### config.mk
export PLATFORM = sky130hd
export DESIGN_NAME = xor_frame_accum
export DESIGN_NICKNAME = d
export VERILOG_FILES = /design/src/rtl/xor_accum_pkg.sv /design/src/rtl/xor_frame_chan.sv /design/src/rtl/xor_frame_accum.sv
export SDC_FILE = /design/constraint.sdc
export NUM_CORES = 1
export LEC_CHECK = 0
export CAP_MARGIN = 20
export CORE_ASPECT_RATIO = 1.75
export CORE_MARGIN = 2
export CORE_UTILIZATION = 50
export DETAILED_ROUTE_END_ITERATION = 12
export DONT_BUFFER_PORTS = 1
export GPL_TIMING_DRIVEN = 0
export PLACE_DENSITY = 0.67
export SKIP_CTS_REPAIR_TIMING = 1
export SLEW_MARGIN = 10
export SYNTH_ARGS = -nofsm -noshare
export SYNTH_HDL_FRONTEND = slang
export SYNTH_SLANG_ARGS = --single-unit
### constraint.sdc
create_clock -name clk -period 1.7 [get_ports clk]
set_input_delay 0.085 -clock clk [delete_from_list [all_inputs] [get_ports clk]]
set_output_delay 0.085 -clock clk [all_outputs]
set_load 0.02 [all_outputs]
### src/rtl/xor_accum_pkg.sv
// rtl/xor_accum_pkg.sv - shared state encoding and default sizes for the XOR frame accumulator
package xor_accum_pkg;

    localparam int STATE_W       = 2;
    localparam int WIDTH_DEF     = 8;
    localparam int FRAME_LEN_DEF = 16;

    typedef enum logic [STATE_W-1:0] {
        ST_IDLE = 2'd0,
        ST_ACC  = 2'd1,
        ST_HOLD = 2'd2
    } state_e;

endpackage

### src/rtl/xor_frame_chan.sv
// rtl/xor_frame_chan.sv - one lane: frame FSM, running XOR, word counter, sticky error
module xor_frame_chan
    import xor_accum_pkg::*;
#(
    parameter int WIDTH     = WIDTH_DEF,
    parameter int FRAME_LEN = FRAME_LEN_DEF,
    parameter int CNT_W     = $clog2(FRAME_LEN + 1)
) (
    input  logic             clk,
    input  logic             rst,
    input  logic             in_valid,
    input  logic             in_load,
    input  logic [WIDTH-1:0] in_data,
    output logic             in_ready,
    output logic             out_valid,
    input  logic             out_ready,
    output logic [WIDTH-1:0] out_data,
    output logic [CNT_W-1:0] word_cnt,
    output logic             err,
    input  logic             err_clr
);

    localparam logic [CNT_W-1:0] FRAME_LAST = CNT_W'(FRAME_LEN);
    localparam logic [CNT_W-1:0] CNT_ONE    = CNT_W'(1);

    state_e           state_q, state_d;
    logic [WIDTH-1:0] acc_q, acc_d, acc_next;
    logic [CNT_W-1:0] cnt_q, cnt_d, cnt_inc;
    logic             err_q, err_d, err_set;
    logic             accept;

    always_comb begin
        state_d  = state_q;
        acc_d    = acc_q;
        cnt_d    = cnt_q;
        err_set  = 1'b0;
        acc_next = in_load ? in_data : (acc_q ^ in_data);
        cnt_inc  = cnt_q + CNT_ONE;
        accept   = in_valid && (state_q != ST_HOLD);

        case (state_q)
            ST_IDLE: begin
                if (accept) begin
                    if (in_load) begin
                        acc_d   = acc_next;
                        cnt_d   = CNT_ONE;
                        state_d = (FRAME_LEN == 1) ? ST_HOLD : ST_ACC;
                    end else begin
                        err_set = 1'b1;
                    end
                end
            end
            ST_ACC: begin
                if (accept) begin
                    acc_d = acc_next;
                    // A load mid-frame abandons the partial frame and starts over.
                    if (in_load) begin
                        cnt_d   = CNT_ONE;
                        err_set = 1'b1;
                    end else begin
                        cnt_d = cnt_inc;
                        if (cnt_inc == FRAME_LAST) begin
                            state_d = ST_HOLD;
                        end
                    end
                end
            end
            ST_HOLD: begin
                if (out_ready) begin
                    state_d = ST_IDLE;
                end
            end
            default: state_d = ST_IDLE;
        endcase

        // A fresh error wins over a clear landing on the same edge.
        err_d = err_set | (err_q & ~err_clr);
    end

    always_ff @(posedge clk) begin
        if (rst) begin
            state_q <= ST_IDLE;
            acc_q   <= '0;
            cnt_q   <= '0;
            err_q   <= 1'b0;
        end else begin
            state_q <= state_d;
            acc_q   <= acc_d;
            cnt_q   <= cnt_d;
            err_q   <= err_d;
        end
    end

    assign in_ready  = (state_q != ST_HOLD);
    assign out_valid = (state_q == ST_HOLD);
    assign out_data  = acc_q;
    assign word_cnt  = cnt_q;
    assign err       = err_q;

endmodule

### src/rtl/xor_frame_accum.sv
// rtl/xor_frame_accum.sv - NCH independent XOR frame accumulator lanes on shared buses
module xor_frame_accum
    import xor_accum_pkg::*;
#(
    parameter  int WIDTH     = WIDTH_DEF,
    parameter  int NCH       = 4,
    parameter  int FRAME_LEN = FRAME_LEN_DEF,
    localparam int CNT_W     = $clog2(FRAME_LEN + 1)
) (
    input  logic                 clk,
    input  logic                 rst,
    input  logic [NCH-1:0]       in_valid,
    input  logic [NCH-1:0]       in_load,
    input  logic [NCH*WIDTH-1:0] in_data,
    output logic [NCH-1:0]       in_ready,
    output logic [NCH-1:0]       out_valid,
    input  logic [NCH-1:0]       out_ready,
    output logic [NCH*WIDTH-1:0] out_data,
    output logic [NCH*CNT_W-1:0] word_cnt,
    output logic [NCH-1:0]       err,
    input  logic                 err_clr
);

    for (genvar i = 0; i < NCH; i++) begin : g_lane
        xor_frame_chan #(
            .WIDTH     (WIDTH),
            .FRAME_LEN (FRAME_LEN),
            .CNT_W     (CNT_W)
        ) u_chan (
            .clk       (clk),
            .rst       (rst),
            .in_valid  (in_valid[i]),
            .in_load   (in_load[i]),
            .in_data   (in_data[i*WIDTH +: WIDTH]),
            .in_ready  (in_ready[i]),
            .out_valid (out_valid[i]),
            .out_ready (out_ready[i]),
            .out_data  (out_data[i*WIDTH +: WIDTH]),
            .word_cnt  (word_cnt[i*CNT_W +: CNT_W]),
            .err       (err[i]),
            .err_clr   (err_clr)
        );
    end

endmodule

== Word-level counts from Yosys, hierarchy flattened ==
Cells that the tools add are included.

* Output and inout bits: 64
* Bits in registers: 64
* Input port bits: 47

* Reductions and logical operators: 20
* Eq/ne operators: 40
* Bitwise operators: 13
* Multiplexer cells: 88
* Add/sub/neg operators: 4

{| class="wikitable"
|+ Operators with widths
! operator !! number
|-
| two-way mux 8 bit || 16
|-
| two-way mux 5 bit || 16
|-
| one-hot mux 8 bit (2 select lines) || 4
|-
| two-way mux 2 bit || 24
|-
| one-hot mux 5 bit (2 select lines) || 4
|-
| inequality test 2 bit, second input constant || 16
|-
| XOR 8 bit || 4
|-
| inequality test 2 x 1 -> 1 bit, second input constant || 12
|-
| one-hot mux 2 bit (3 select lines) || 4
|-
| AND reduction 6 bit || 4
|-
| adder 5 x 1 -> 5 bit, second input constant || 4
|-
| == test 5 bit, second input constant || 4
|-
| two-way mux 1 bit || 16
|-
| AND reduction 4 bit || 4
|-
| == test 2 x 1 -> 1 bit, second input constant || 4
|-
| == test 2 bit, second input constant || 4
|-
| logical NOT 2 bit || 4
|-
| one-hot mux 1 bit (2 select lines) || 4
|-
| nonzero test 2 bit || 4
|-
| bitwise AND 1 bit || 4
|-
| logical AND 1 bit || 4
|-
| bitwise OR 1 bit || 4
|-
| inverter 1 bit || 1
|}

== Depth between registers and ports, before layout ==
Gate-level depths: netlist (run 1).

* Depth in word-level cells: 6
* Depth in mapped cells: 6
* Mapped depth without buffers: 5

== Cells and area by module ==
From an unflattened synthesis (run 1), not the netlist that was laid out.

* Cell total of the unflattened synthesis: 388
* Area, all modules: 3468.3 um2

{| class="wikitable"
|+ Modules (own cells, without submodules)
! module !! area an instance (um2) !! cells each !! seq. area each (um2) !! instances
|-
| xor_frame_chan || 867.1 || 97 || 320.3 || 4
|}

== Worst setup path after synthesis (run 1) ==
No wires, ideal clock.

* Kind: reg2reg
* Start point: register g_lane[0].u_chan.cnt_q[0]
* End point: register g_lane[0].u_chan.state_q[0]
* Arrival: 1.356 ns
* Setup slack: 0.221 ns
* Clock period less this slack: 1.479 ns
* Buffers on the path: 0
* Setup time: 0.122 ns
* Data required time: 1.578 ns
* Cell stages (with the launch flop): 6
* Path through: dfxtp_1 -> ha_1 -> nand3_1 -> xnor2_1 -> and4_1 -> o21ai_1

* Cells in the longest elaborated chain, start to end: 4

{| class="wikitable"
|+ Ends and longest elaborated chain
! element !! RTL line !! source
|-
| from (decl) || xor_frame_chan.sv:28 || <nowiki>logic [CNT_W-1:0] cnt_q, cnt_d, cnt_inc;</nowiki>
|-
| from (signal assigned) || xor_frame_chan.sv:89 || <nowiki>cnt_q <= cnt_d;</nowiki>
|-
| adder 5 x 1 -> 5 bit || xor_frame_chan.sv:38 || <nowiki>cnt_inc = cnt_q + CNT_ONE;</nowiki>
|-
| == test 5 bit || xor_frame_chan.sv:62 || <nowiki>if (cnt_inc == FRAME_LAST) begin</nowiki>
|-
| inequality test 2 x 1 -> 1 bit (no source line) || -- ||
|-
| AND reduction 6 bit (no source line) || -- ||
|-
| to (signal assigned) || xor_frame_chan.sv:87 || <nowiki>state_q <= state_d;</nowiki>
|-
| to (decl) || xor_frame_chan.sv:26 || <nowiki>state_e state_q, state_d;</nowiki>
|}

No other way between the ends.
A chain may end at the register's enable or synchronous reset.

== Worst setup path in the final report (run 1) ==
* Start point: register g_lane[0].u_chan.state_q[1]
* End point: register g_lane[0].u_chan.state_q[0]

* Cells in the longest elaborated chain, start to end: 4

{| class="wikitable"
|+ Ends and longest elaborated chain
! element !! RTL line !! source
|-
| inequality test 2 bit || xor_frame_chan.sv:39 || <nowiki>accept = in_valid && (state_q != ST_HOLD);</nowiki>
|-
| logical AND 1 bit || xor_frame_chan.sv:39 ||
|-
| inequality test 2 x 1 -> 1 bit (no source line) || -- ||
|-
| AND reduction 6 bit (no source line) || -- ||
|}

Parallel ways exist; a longest one is shown, timed or not.

==> metrics.cfg, run 1 <==
[outcome]
status=complete, but fails checks
violations=negative hold slack

[clock_tree]
insertion_delay_ns=0.33
clockBufferDepth=2
clk_pin_slew_ns=0.05
clock_sinks=64
htreeDepth=3
numCtsBuffers=9
cts_tree=done
root_buffer=clkbuf_16

[synth]
ys_warn_count=0
synth_top_cell_area_share_pct=38.0
synthFlopType=dfxtp_1
synth_top_family_by_area=simple AND/OR/NAND/NOR gates
syn-num-nets=471
synthMostInstantiatedCell=dfxtp_1
synth.avg_cell_area_um2=8.16
muxShareOfSynthArea_pct=0
synth_area_um2=3370
yosys.area_share.simple_pct=29.4
ys_seq_elements=64
yosysTopAreaCell=dfxtp_1
ys_async_sr_fraction_pct=0
synth-compound-area-share_pct=12.9
yosysSeqAreaShare_pct=38.0
yosysUniqueCellTypes=48
synthAdderAreaFrac_pct=4.09
synth_common_cells=dfxtp_1, nor2_1, nand2_1
synth-edff-count=0
syn_inst=413
synth_xor_area_share_pct=9.62
synth.area.top_cells=dfxtp_1, xnor2_1, nor2_1

[setup_path]
startpoint_type=register
critPathSlowestCell=or4_1
cpPeakStageDelay_ns=0.50
crit_arrival_ns=1.82
endpoint_kind=register
cp_cell_sequence=and2b_1 > ha_1 > or4_1 > o21ai_1
cp_max_fo=10
cp.required_ns=1.96
path_class=register to register

[timing]
whs_ns=-0.0171
finalSetupViolCount=0
setup_tns_ns=0
skew_ns=0.00366
finalCritPeriodShare_pct=91.8
max_freq_ghz=0.641
rsz0062_at_grt=no
fin_ws_ns=0.140
slew_headroom_pct=59.1
layout_min_cycle_time_ns=1.56
tightest_slew_ns=0.614
finalHoldViolCount=24
slew_viol_final=0

[grt]
grt_pass1_wl_um=12900
grtUsageTotal_pct=22.4
grt_overflow=0
grt_max_degree=11
antenna_found_initial=0
grt_pass1_vias=2777

[route]
dr.pass1.iters=5
vias_per_cell=5.70
wl_um=8070
drt-wirelength-per-cell_um=15.6
ant_nets=0
drt_iter0_drc=188
drc_errors=0
dr_total_vias=2953

[placement]
port_buffers=0
dp_cells=495
placed_cell_area_um2=3470
hpwl_um=5740
dp_slack_ns=0.0198
gp_congestion=0.840

[layout]
multi_input_area_um2=1890
antenna-diode-count=0
regArea_um2=1290
fin_area_um2=3870
final_cells=518
final_core_util_pct=59.2
area_growth_pct=14.9
nets=489
layout-drive-gt1-share_pct=12.2
fill_cells=610

[pwr]
ir_worst_vdd_v=0.000775
fin_total_pwr_mw=4.14
power.leakage_nw=1.51
p_per_area_nw_per_um2=1070

[floorplan]
die_h_um=113
pin_count=111
start_util_pct=51.5
die_width_um=66.0
die-area_um2=7440
rows=39
fp.coreArea_um2=6540

[worst_hold_path]
worst_hold_path_type=input pin to register

[flow_run]
maxCapViolations=0

==> logic make-up (layout without fill, tap and decap cells) <==
group | after synthesis | after routing
simple gates | 196 | 196
compound gates | 69 | 69
flops | 64 | 64
xor+xnor | 37 | 37
buf+inv | 36 | 59
fa+ha+maj | 11 | 11
==> power breakdown <==
part	internal, mW	total, mW	switching, mW	leakage, nW
combinational	0.205	0.461	0.256	0.828
clock	1.29	1.94	0.644	0.159
sequential	1.59	1.75	0.157	0.526
==> layer usage <==
metal / vias up / global-route usage, % / wire (µm)
met5: - / 0 / 0
met4: 0 / 11.2 / 158
met3: 14 / 5.81 / 570
met2: 109 / 38.9 / 4140
met1: 1381 / 24.4 / 3210
li1: 1449 / - / -
==> worst max-delay path, delay by kind of cell, from the launching register on <==
family / cells / cell delay [ns]
adders and majority gates: 1 / 0.20
and+or+nand+nor: 2 / 0.72
DFF: 1 / 0.45
AOI/OAI and AO/OA: 1 / 0.13
==> final cells by class <==
cell class | count | area share, %
repair buffers | 7 | 1.81
flip-flops and latches | 64 | 33.4
plain buffers | 28 | 4.36
multi-input cells | 313 | 48.8
clock inverters | 2 | 0.905
inverters | 8 | 0.776
well taps | 82 | 2.65
clock buffers | 14 | 7.34
==> sequential cells by signal, indices dropped and copies added (netlist names) <==
name,count
g_lane.u_chan.word_cnt,20
g_lane.u_chan.out_data,32
g_lane.u_chan.err,4
g_lane.u_chan.state_q,8
==> final timing paths <==
path,start,endpoint,slack (ns),cells past startpoint
max,g_lane[0].u_chan.state_q[1]$_SDFFE_PP0P_,g_lane[0].u_chan.state_q[0]$_SDFFE_PP0P_,0.14,4
min,in_data[4],g_lane[0].u_chan.out_data[4]$_SDFFE_PP0P_,-0.02,3
max reg2reg,g_lane[0].u_chan.state_q[1]$_SDFFE_PP0P_,g_lane[0].u_chan.state_q[0]$_SDFFE_PP0P_,0.14,4
min reg2reg,g_lane[1].u_chan.err$_SDFF_PP0_,g_lane[1].u_chan.err$_SDFF_PP0_,0.47,2
==> cell usage in the layout (no fill, tap or decap), types with 10 or more instances in the layout <==
master    count
nor2_1       55
ha_1         11
o21ai_0      16
nand3_1      39
xnor2_1      34
nand3b_1     10
buf_4        14
a21oi_1      25
nand2_1      45
dfxtp_1      56
Power figures use the tool's default switching activity.
==> run 2: changes to the inputs <==
--- a/config.mk
+++ b/config.mk
@@ -6,13 +6,15 @@
 export NUM_CORES = 1
 export LEC_CHECK = 0
 export CAP_MARGIN = 20
+export CELL_PAD_IN_SITES_DETAIL_PLACEMENT = 0
+export CELL_PAD_IN_SITES_GLOBAL_PLACEMENT = 2
 export CORE_ASPECT_RATIO = 1.75
 export CORE_MARGIN = 2
-export CORE_UTILIZATION = 50
+export CORE_UTILIZATION = 35
 export DETAILED_ROUTE_END_ITERATION = 12
 export DONT_BUFFER_PORTS = 1
 export GPL_TIMING_DRIVEN = 0
-export PLACE_DENSITY = 0.67
+export PLACE_DENSITY = 0.8
 export SKIP_CTS_REPAIR_TIMING = 1
 export SLEW_MARGIN = 10
 export SYNTH_ARGS = -nofsm -noshare
==> run 2 against run 1 <==
The flow still finishes with violations (negative hold slack). Core utilization is 18 points lower. Register-to-register slack gained 0.02 ns. Maximum frequency increased by 1.0%. Wire length grew 8.3%. Die area grew 41%. Cell count increased by 7.1%. First-iteration DRC count is 57% lower. Hold slack improved by 0.0022 ns. Critical endpoint unchanged. Largest cell class unchanged. Largest power group is now sequential cells.
==> metrics.cfg, run 2 (synthesis gave the netlist of run 1 again) <==
[outcome]
status=complete, but fails checks  ; unchanged
violations=negative hold slack  ; unchanged

[worst_hold_path]
worst_hold_path_type=input pin to register  ; unchanged

[route]
dr.pass1.iters=4  ; was 5
vias_per_cell=5.23  ; was 5.70
ant_nets=0  ; unchanged
drt_iter0_drc=81  ; was 188
drt-wirelength-per-cell_um=15.8  ; was 15.6 µm
wl_um=8740  ; was 8070 µm
dr_total_vias=2903  ; was 2953
drc_errors=0  ; unchanged

[pwr]
p_per_area_nw_per_um2=1010  ; was 1070 nW/µm²
ir_worst_vdd_v=0.000490  ; was 0.000775 V
fin_total_pwr_mw=3.89  ; was 4.14 mW
power.leakage_nw=1.48  ; was 1.51 nW

[setup_path]
crit_path_start=g_lane[0].u_chan.word_cnt[0]$_SDFFE_PP0P_  ; was g_lane[0].u_chan.state_q[1]$_SDFFE_PP0P_
r2r_end=g_lane[0].u_chan.state_q[0]$_SDFFE_PP0P_  ; unchanged
crit_arrival_ns=1.75  ; was 1.82 ns
cp_max_fo=8  ; was 10
reg2reg_slack_ns=0.16  ; was 0.14 ns
r2r_start=g_lane[0].u_chan.word_cnt[0]$_SDFFE_PP0P_  ; was g_lane[0].u_chan.state_q[1]$_SDFFE_PP0P_
startpoint_type=register  ; unchanged
endpoint_kind=register  ; unchanged
path_class=register to register  ; unchanged
crit_path_end=g_lane[0].u_chan.state_q[0]$_SDFFE_PP0P_  ; unchanged
cpPeakStageDelay_ns=0.46  ; was 0.50 ns
critPathSlowestCell=dfxtp_2  ; was or4_1
cp.required_ns=1.91  ; was 1.96 ns
cp_cell_sequence=ha_1 > nand3_1 > xnor2_1 > and4_1 > o21ai_1  ; was and2b_1 > ha_1 > or4_1 > o21ai_1
reg2reg_depth=5  ; was 4

[layout]
layout-drive-gt1-share_pct=12.7  ; was 12.2%
nets=487  ; was 489
multi_input_area_um2=1890  ; about the same
largest_reg_flops=32  ; unchanged
mostFrequentLayoutCells=nor2_1, dfxtp_1, nand2_1  ; was dfxtp_1, nor2_1, nand2_1
antenna-diode-count=0  ; unchanged
fill_cells=999  ; was 610
regArea_um2=1290  ; about the same
area_growth_pct=14.5  ; was 14.9%
fin_area_um2=3860  ; was 3870 µm²

[timing]
finalCritPeriodShare_pct=90.8  ; was 91.8%
layout_min_cycle_time_ns=1.54  ; was 1.56 ns
slew_viol_final=0  ; unchanged
finalHoldViolCount=22  ; was 24
fin_ws_ns=0.156  ; was 0.140 ns
finalSetupViolCount=0  ; unchanged
skew_ns=0.00636  ; was 0.00366 ns
max_freq_ghz=0.648  ; was 0.641 GHz
rsz0062_at_grt=no  ; unchanged
tightest_slew_ns=0.653  ; was 0.614 ns
whs_ns=-0.0149  ; was -0.0171 ns
slew_headroom_pct=56.5  ; was 59.1%

[floorplan]
pin_count=111  ; unchanged
die_width_um=78.2  ; was 66.0 µm
die-area_um2=10500  ; was 7440 µm²
die_h_um=134  ; was 113 µm
rows=47  ; was 39
start_util_pct=35.8  ; was 51.5%
fp.coreArea_um2=9410  ; was 6540 µm²

[clock_tree]
clockBufferDepth=2  ; unchanged
clock_sinks=64  ; unchanged
htreeDepth=3  ; unchanged
insertion_delay_ns=0.33  ; about the same
root_buffer=clkbuf_16  ; unchanged
cts_tree=done  ; unchanged
numCtsBuffers=9  ; unchanged
clk_pin_slew_ns=0.05  ; about the same

[grt]
grt_max_degree=11  ; unchanged
grt_overflow=0  ; unchanged
grt_pass1_wl_um=14000  ; was 12900 µm
antenna_found_initial=0  ; unchanged
grtUsageTotal_pct=17.0  ; was 22.4%
grt_pass1_vias=2844  ; was 2777

[flow_run]
maxCapViolations=0  ; unchanged

[placement]
placed_cell_area_um2=3520  ; was 3470 µm²
port_buffers=0  ; unchanged
hpwl_um=6360  ; was 5740 µm
dp_slack_ns=0.00967  ; was 0.0198 ns
gp_congestion=0.756  ; was 0.840

-- run 2: cell types whose count changed in the layout (fill, tap and decap cells not counted), sizes merged --
| cell | delta |
|---|---|
| bufinv | -1 |
| clkbuf | -3 |
| clkinv | +3 |
| dlygate4sd3 | -2 |
-- run 2: cell type report --
class	count	share of cell area [%]
Sequential cell	64	33.5
Timing Repair Buffer	5	1.30
Inverter	8	0.778
Buffer	28	4.38
Clock buffer	11	6.55
Clock inverter	4	0.519
Tap cell	122	3.96
Multi-Input combinational cell	313	49.0
-- run 2: worst min-delay path by stage --
stage | start | endpoint | slack (ns) | cells after the start
floorplan | in_valid[2] | g_lane[2].u_chan.state_q[1]$_SDFFE_PP0P_ | 0.23 | 2
global placement | in_valid[2] | g_lane[2].u_chan.state_q[1]$_SDFFE_PP0P_ | 0.24 | 2
detailed placement | in_valid[2] | g_lane[2].u_chan.state_q[1]$_SDFFE_PP0P_ | 0.24 | 2
CTS | in_valid[2] | g_lane[2].u_chan.state_q[1]$_SDFFE_PP0P_ | -0.11 | 2
global route | in_data[31] | g_lane[3].u_chan.out_data[7]$_SDFFE_PP0P_ | 0.0007 | 3
finish | in_data[25] | g_lane[3].u_chan.out_data[1]$_SDFFE_PP0P_ | -0.01 | 3
-- run 2: per-layer routing --
metal | GRT usage [%] | wire [µm] | up-vias
li1 | - | - | 1441
met3 | 5.25 | 586 | 16
met1 | 18.4 | 3460 | 1345
met5 | 0 | 0 | -
met2 | 30.2 | 4510 | 101
met4 | 7.41 | 194 | 0
-- run 2: report_power, final --
part	internal [mW]	leakage, nW	total [mW]	switching [mW]
Combinational	0.202	0.817	0.460	0.258
Sequential	1.59	0.526	1.75	0.159
Clock	1.04	0.141	1.68	0.635
-- run 2: through the flow --
stage	instances	hold WS [ns]	setup TNS (ns)	util, %
2_1_floorplan	413	0.233	0	-
3_3_place_gp	535	0.239	0	37.4
3_5_place_dp	535	0.242	0	37.4
4_1_cts	550	-0.112	-0.0118	40.3
5_1_grt	555	0.000738	0	41.0
6_report	555	-0.0149	0	41.0
-- run 2: worst max-delay path, delay by kind of cell (launching register included) --
family                     cells  cell delay, ns
and+or+nand+nor                2            0.36
xor gates and xnor gates       1            0.24
DFF                            1            0.46
adders and majority gates      1            0.28
AOI/OAI and AO/OA              1            0.08
